### config.mk
export PLATFORM = sky130hd
export DESIGN_NAME = ysyx_22040237_ifu
export DESIGN_NICKNAME = d
export VERILOG_FILES = /design/src/rtl/ysyx_22040237_ifu.sv
export SDC_FILE = /design/constraint.sdc
export NUM_CORES = 1
export LEC_CHECK = 0
export ABC_AREA = 1
export CAP_MARGIN = 40
export CELL_PAD_IN_SITES_DETAIL_PLACEMENT = 0
export CELL_PAD_IN_SITES_GLOBAL_PLACEMENT = 1
export CORE_MARGIN = 1
export CORE_UTILIZATION = 35
export CTS_CLUSTER_DIAMETER = 40
export CTS_CLUSTER_SIZE = 8
export DETAILED_ROUTE_END_ITERATION = 8
export PLACE_DENSITY_LB_ADDON = 0.05
export SYNTH_ARGS = -nofsm -noshare
export SYNTH_HDL_FRONTEND = slang
export SYNTH_SLANG_ARGS = --single-unit
### constraint.sdc
create_clock -name clk -period 2.15 [get_ports clk]
set_input_delay 0.215 -clock clk [delete_from_list [all_inputs] [get_ports clk]]
set_output_delay 0.215 -clock clk [all_outputs]
set_load 0.005 [all_outputs]
### src/rtl/ysyx_22040237_ifu.sv
// Instruction fetch unit: owns the PC, fetches one word at a time from imem
// and hands {inst, pc} to decode; redirects squash any in-flight response.
module ysyx_22040237_ifu #(
    parameter int unsigned       ADDR_W   = 64,
    parameter logic [ADDR_W-1:0] RESET_PC = ADDR_W'(64'h8000_0000)
) (
    input  logic              clk,
    input  logic              rst,
    input  logic              redirect_en_i,
    input  logic [ADDR_W-1:0] redirect_pc_i,
    output logic              imem_req_o,
    output logic [ADDR_W-1:0] imem_addr_o,
    input  logic              imem_gnt_i,
    input  logic              imem_rvalid_i,
    input  logic [31:0]       imem_rdata_i,
    input  logic              imem_err_i,
    output logic              inst_valid_o,
    input  logic              inst_ready_i,
    output logic [31:0]       inst_o,
    output logic [ADDR_W-1:0] pc_o,
    output logic              inst_fault_o
);

    localparam logic [31:0]       NOP     = 32'h0000_0013;
    localparam logic [ADDR_W-1:0] PC_STEP = ADDR_W'(4);

    typedef enum logic [1:0] {
        S_REQ,
        S_WAIT,
        S_HOLD
    } state_t;

    state_t            state, state_d;
    logic [ADDR_W-1:0] pc_r, pc_d;
    logic [ADDR_W-1:0] redir_pc_r, redir_pc_d;
    logic              kill_r, kill_d;
    logic              accept;
    logic [ADDR_W-1:0] target;

    assign target = redirect_pc_i & ~ADDR_W'(3);

    // Next-state logic. In REQ, kill_r=1 only while a redirect waits for the
    // current (stale) request to be granted, so it doubles as the pending flag.
    always_comb begin
        state_d    = state;
        pc_d       = pc_r;
        kill_d     = kill_r;
        redir_pc_d = redir_pc_r;
        accept     = 1'b0;
        case (state)
            S_REQ: begin
                if (imem_req_o && imem_gnt_i) begin
                    state_d = S_WAIT;
                    if (redirect_en_i) begin
                        pc_d   = target;
                        kill_d = 1'b1;
                    end else if (kill_r) begin
                        pc_d = redir_pc_r;
                    end
                end else if (redirect_en_i) begin
                    if (imem_req_o) begin
                        kill_d     = 1'b1;
                        redir_pc_d = target;
                    end else begin
                        pc_d = target;
                    end
                end
            end
            S_WAIT: begin
                if (imem_rvalid_i) begin
                    if (kill_r || redirect_en_i) begin
                        state_d = S_REQ;
                        kill_d  = 1'b0;
                        if (redirect_en_i) begin
                            pc_d = target;
                        end
                    end else begin
                        state_d = S_HOLD;
                        accept  = 1'b1;
                    end
                end else if (redirect_en_i) begin
                    kill_d = 1'b1;
                    pc_d   = target;
                end
            end
            S_HOLD: begin
                if (redirect_en_i) begin
                    state_d = S_REQ;
                    pc_d    = target;
                end else if (inst_ready_i) begin
                    state_d = S_REQ;
                    pc_d    = pc_r + PC_STEP;
                end
            end
            default: state_d = S_REQ;
        endcase
    end

    // State and registered outputs; outputs are derived from the next state.
    always_ff @(posedge clk) begin
        if (rst) begin
            state        <= S_REQ;
            pc_r         <= RESET_PC;
            kill_r       <= 1'b0;
            redir_pc_r   <= RESET_PC;
            imem_req_o   <= 1'b0;
            imem_addr_o  <= RESET_PC;
            inst_valid_o <= 1'b0;
            inst_o       <= '0;
            pc_o         <= '0;
            inst_fault_o <= 1'b0;
        end else begin
            state        <= state_d;
            pc_r         <= pc_d;
            kill_r       <= kill_d;
            redir_pc_r   <= redir_pc_d;
            imem_req_o   <= (state_d == S_REQ);
            imem_addr_o  <= pc_d;
            inst_valid_o <= (state_d == S_HOLD);
            if (accept) begin
                inst_o       <= imem_err_i ? NOP : imem_rdata_i;
                pc_o         <= pc_r;
                inst_fault_o <= imem_err_i;
            end
        end
    end

`ifndef SYNTHESIS
    rvalid_only_in_wait: assert property (@(posedge clk) disable iff (rst)
        imem_rvalid_i |-> (state == S_WAIT));
`endif

endmodule
== After elaboration in Yosys (flattened, before gate mapping) ==
Index checks and enable logic that the tools add are counted.
Storage, ports and cells
  register bits: 228
  bits in latches: 0
  memory bits (writable): 0
  ROM bits: 0
  bits of input ports: 103
  output and inout bits: 163
  word-level logic and storage cells: 57
  memories kept: 0
Operators by class
  $add $sub $neg: 1
  multiply operators: 0
  div/mod/pow operators: 0
  magnitude comparators: 0
  equal/unequal tests: 9
  shifts and indexed selects: 0
  muxes and demuxes: 28
  bitwise gates (word level): 1
  reductions and logical operators: 9
Operators by type and width (count)
  64-bit 2-to-1 mux: 10
  64-bit case mux with 3 select lines: 1
  64-bit by 3-bit adder with 64-bit output (second input constant): 1
  32-bit 2-to-1 mux: 1
  3-bit inequality test (second input constant): 6
  2-bit 2-to-1 mux: 5
  1-bit 2-to-1 mux: 9
  4-bit AND reduction: 2
  2-bit case mux with 3 select lines: 1
  6-bit AND reduction: 1
  2-bit equality test (second input constant): 2
  2-bit logical NOT: 2
  3-bit nonzero test: 1
  2-bit by 1-bit equality test with 1-bit output (second input constant): 1
  1-bit case mux with 2 select lines: 1
  2-bit nonzero test: 1
  1-bit logical AND: 1
  1-bit logical OR: 1
  1-bit inverter: 1

== Depth between registers and ports, before layout ==
  word-level depth: 5
  depth in mapped cells: 15
  mapped depth without buffers: 15

== Worst setup path before layout ==
Ideal clock, no wire load.
  kind: reg2reg
  start point: reg state[0]
  end point: reg pc_r[61]
  data arrival time: 1.734 ns
  setup slack: 0.345 ns
  stages on the path, launching flop included: 14
  path buffers: 2
  period minus slack after synthesis: 1.805 ns
  cell sequence: dfxtp_1 -> inv_1 -> ha_1 -> nand2_1 -> nor2_2 -> inv_2 -> o21ai_1 -> a21oi_1 -> nand3_1 -> buf_4 -> buf_2 -> a21oi_1 -> nand2_1 -> a21oi_1
On the way
  cells in the longest elaborated chain, start to end: 3
  elaborated cells on any way between the ends: 11
Ends and longest elaborated chain
  start: declaration: RTL line 33  | state_t state, state_d;
  start signal: assignment: RTL line 113  | state <= state_d;
  2-bit by 1-bit equality test with 1-bit output (tied with other cells): RTL line 50  | case (state)
  3-bit inequality test (no line) or 3-bit nonzero test (tied branches)
  6-bit AND reduction (no line)
  end signal: assignment: RTL line 114  | pc_r <= pc_d;
  end: declaration: RTL line 34  | logic [ADDR_W-1:0] pc_r, pc_d;
Parallel ways exist; a longest one is shown, timed or not.
A chain may end at the register's enable or synchronous reset.

== Final worst setup path ==
  start point: reg pc_r[3]
  end point: reg pc_r[36]
On the way
  cells in the longest elaborated chain, start to end: 4
Ends and longest elaborated chain
  64-bit by 3-bit adder with 64-bit output: RTL line 92  | pc_d = pc_r + PC_STEP;
  64-bit 2-to-1 mux: RTL line 90  | end else if (inst_ready_i) begin
  64-bit 2-to-1 mux: RTL line 87  | if (redirect_en_i) begin
  64-bit case mux with 3 select lines: RTL line 50
No other way between the ends. The select of a mux whose other input is x is not followed.

==> metrics.md <==
| Metric | Value |
|---|---|
| Overflow after GRT | 0 |
| Post-route ant nets | 0 |
| Seq pwr share | 0.319 |
| RSZ-0062 raised after global routing | true |
| Fin nets | ~2,300 |
| Worst IR drop on VDD | 0.615 mV |
| Crit path kind | reg2reg |
| Clock-pin slew on the worst setup and hold paths | 0.05 ns |
| Hold Fails Final Rpt | 0 |
| Pre-CTS WS | -0.0218 ns |
| Post-synth ARST share | 0 |
| Post-DP HPWL | about 36,000 um |
| Cells after Synth | 1,854 |
| Hold_buf cts | 0 |
| Largest net degree at the start of global routing | 116 |
| Setup ws final | 0.0762 ns |
| Core area | 33,600 um2 |
| PortBufs | 259 |
| WHS | roughly 0.22 ns |
| Max Clock Freq | 482 MHz |
| Unique masters post-synth | 40 |
| Height of the die | between 150 and 200 um |
| Top_reg_cell synth | dfxtp_1 |
| Diode count | 0 |
| DP Cell Count | 2,604 |
| First-pass GRT wire length | 76,400 um |
| Top Metal Used | met4 |
| Nature of the critical path endpoint | flop |
| Vias/cell | 5.23 |
| Initial Util | 0.356 |
| TritonCTS buffer count | 44 |
| Status | finished clean |
| Critical Path Start Type | flop |
| Global-route usage over all layers | 0.282 |
| Switch share | 0.302 |
| H-tree Lvls | 2 |
| Clk root buf | clkbuf_16 |
| Clock power share | 0.453 |
| Max_slew headroom | 0.615 |
| Die X | 187 um |
| Seq. cell area | 4500 um2 |
| Rows | 67 |
| Clock skew | 0.0118 ns |
| Post-Syn Area per Cell | ~6.5 um2 |
| Antenna violations before repair | 0 |
| Max_cap viols | 0 |
| Routed wl met2 | approximately 22,000 um |
| Internal power | 0.0108 W |
| I/O pin count | 266 |
| Slew Viols, Final | 0 |
| Clock sink count | 224 |
| Period utilization | 0.965 |
| Setup Viol. Count Final | 0 |
| Wire length on met3 | 3760 um |
| Final Non-Filler Cells | ~2,700 |
| Starting DRT DRC Count | 1,335 |
| Power Dens Cells | 869 nW/um2 |
| Number of global-route vias before repair | 12,700 |
| Crit path max fanout | 4 |
| EDFF count, synth | 0 |
| Seq cells post-synth | 224 |
| Final Wtd Congestion | 0.903 |
| Finished Cell Area | 17,700 um2 |
| Hold Crit Class | in2reg |
| Area delta synth->final | 48.2% |
| Layout cells sized above 1 | 0.147 |
| Full die area | between 30,000 and 40,000 um2 |
| Detailed-route DRC error count | 0 |
| Area of the multi-input gates | 6630 um2 |
| Final critical-path required period | 2.07 ns |
| Synth Cell Area | 12,000 um2 |
| DR vias | 14,000 |
| Clock buffer depth | 3 |
| Worst path required time | between 2 and 3 ns |
| First-pass iteration count of the detailed router | 5 |
| Latest clock arrival within the worst-skew pair | 0.54 ns |
| Sequential area share after synthesis | 0.375 |
| CP arrival | 2.47 ns |
| Comb pwr share | 0.228 |
| Total number of yosys warnings | 0 |
| Total Wirelength | ~50,000 um |
| Final-layout fill cell count | 3,369 |
| TritonCTS clock tree | done |
| Switching Power | 0.00465 W |
| Leak Pwr | ~7 nW |
| Worst Tran Pin Value | around 0.58 ns |
| WL met1 | 24,900 um |
| Placement Cell Area | between 15,000 and 20,000 um2 |
| Avg WL per Cell | 19.1 um |
repair_timing:
action | CTS | global route
setup endpoints to repair | 0 | 75
setup buffers | 0 | 2
gates resized for setup | 0 | 57
power groups by stage:
| stage | Combinational, W | Clock (W) | Sequential (W) |
|---|---|---|---|
| after CTS | 0.00331 | 0.00709 | 0.00489 |
| after floorplan | 0.00143 | 0 | 0.00491 |
| after detailed placement | 0.00329 | 0 | 0.00497 |
| after global placement | 0.00328 | 0 | 0.00496 |
| final | 0.00350 | 0.00698 | 0.00492 |
| after global routing | 0.00380 | 0.00729 | 0.00495 |
layout by cell type, fill, tap and decap left out, types with 7 or more instances in the layout:
cell | netlist | layout
o21ai_0 | 192 | 187
nand3_1 | 65 | 61
buf_4 | 8 | 144
inv_1 | 121 | 121
a31oi_1 | 8 | 8
nor2_2 | 13 | 27
a211oi_1 | 40 | 40
nor2_1 | 287 | 269
dfxtp_2 | 0 | 13
a21oi_1 | 239 | 238
o211ai_1 | 10 | 10
nand4_1 | 9 | 9
dfxtp_1 | 224 | 211
o21ai_1 | 2 | 7
inv_2 | 9 | 9
buf_12 | 0 | 14
nand2_1 | 417 | 409
clkinv_2 | 0 | 8
a22oi_1 | 29 | 29
nor2_4 | 6 | 10
clkdlybuf4s50_1 | 0 | 258
clkbuf_16 | 0 | 49
nand2_2 | 12 | 18
stage by stage:
stage          power [W]  setup TNS (ns)  utilization
5_1_grt           0.0160         -0.0249        0.527
3_3_place_gp     0.00824               0        0.476
6_report          0.0154               0        0.527
3_5_place_dp     0.00826         -0.0218        0.476
2_1_floorplan    0.00634               0            -
4_1_cts           0.0153               0        0.520
state kept, by name, summed over array words and instances, names as in the netlist:
register	count
pc_o	62
pc_r	62
redir_pc_r	62
inst_o	32
state	2
imem_req_o	1
inst_fault_o	1
inst_valid_o	1
kill_r	1
metal layers:
layer / GRT usage / up-vias
met5: 0 / -
met4: 0.0779 / 0
met3: 0.0403 / 65
met2: 0.410 / 604
met1: 0.429 / 6494
li1: - / 6875
critical path, stage by stage (launching register included):
cell     delay (ns)
dfxtp_1        0.33
ha_2           0.19
nand3_1        0.15
nor2_4         0.18
nand3_1        0.08
buf_4          0.16
nor2_2         0.20
nand2_1        0.08
nand2_1        0.06
nand3_1        0.21
nand2_1        0.12
nand2_1        0.05
nand2_1        0.05
a21oi_1        0.05
cells by family after synthesis:
logic type      count (synthesis)  synth area share
compound gates                549             0.256
simple gates                  825             0.280
flops                         224             0.375
buf+inv                       249            0.0825
fa+ha+maj                       5           0.00523
xor+xnor                        1          0.000732
other cells                     1          0.000314
cells in the mapped netlist, types with 4 or more instances:
| library cell | count | area share |
|---|---|---|
| nand2_1 | 417 | 0.13 |
| nor2_1 | 287 | 0.090 |
| a21oi_1 | 239 | 0.10 |
| dfxtp_1 | 224 | 0.37 |
| o21ai_0 | 192 | 0.080 |
| inv_1 | 121 | 0.038 |
| clkbuf_1 | 87 | 0.027 |
| nand3_1 | 65 | 0.027 |
| a211oi_1 | 40 | 0.025 |
| a22oi_1 | 29 | 0.018 |
| buf_2 | 18 | 0.0075 |
| nor2_2 | 13 | 0.0068 |
| nand2_2 | 12 | 0.0063 |
| o211ai_1 | 10 | 0.0063 |
| inv_2 | 9 | 0.0028 |
| nand4_1 | 9 | 0.0047 |
| a31oi_1 | 8 | 0.0042 |
| buf_4 | 8 | 0.0050 |
| a221oi_1 | 6 | 0.0044 |
| a32o_1 | 6 | 0.0050 |
| nor2_4 | 6 | 0.0056 |
| ha_1 | 5 | 0.0052 |
| nand3b_1 | 4 | 0.0025 |
| nor3_1 | 4 | 0.0017 |
| o22ai_1 | 4 | 0.0021 |
path summary, 6_finish.rpt:
kind / startpoint / end / slack (ns) / cells past startpoint
min reg2reg: redir_pc_r[26]$_SDFFE_PP0P_ / redir_pc_r[26]$_SDFFE_PP0P_ / 0.45 / 2
max: pc_r[3]$_SDFFE_PP0P_ / pc_r[36]$_SDFFE_PP0P_ / 0.08 / 13
min: rst / redir_pc_r[31]$_SDFFE_PP1P_ / 0.22 / 4
max reg2reg: pc_r[3]$_SDFFE_PP0P_ / pc_r[36]$_SDFFE_PP0P_ / 0.08 / 13
layout make-up:
cell class	count	area share
Clock buffer	56	0.0705
Sequential cell	224	0.254
Multi-Input combinational cell	1384	0.374
Clock inverter	19	0.0140
Inverter	133	0.0285
Timing Repair Buffer	420	0.227
Tap cell	448	0.0316
Power figures use the tool's default switching activity.
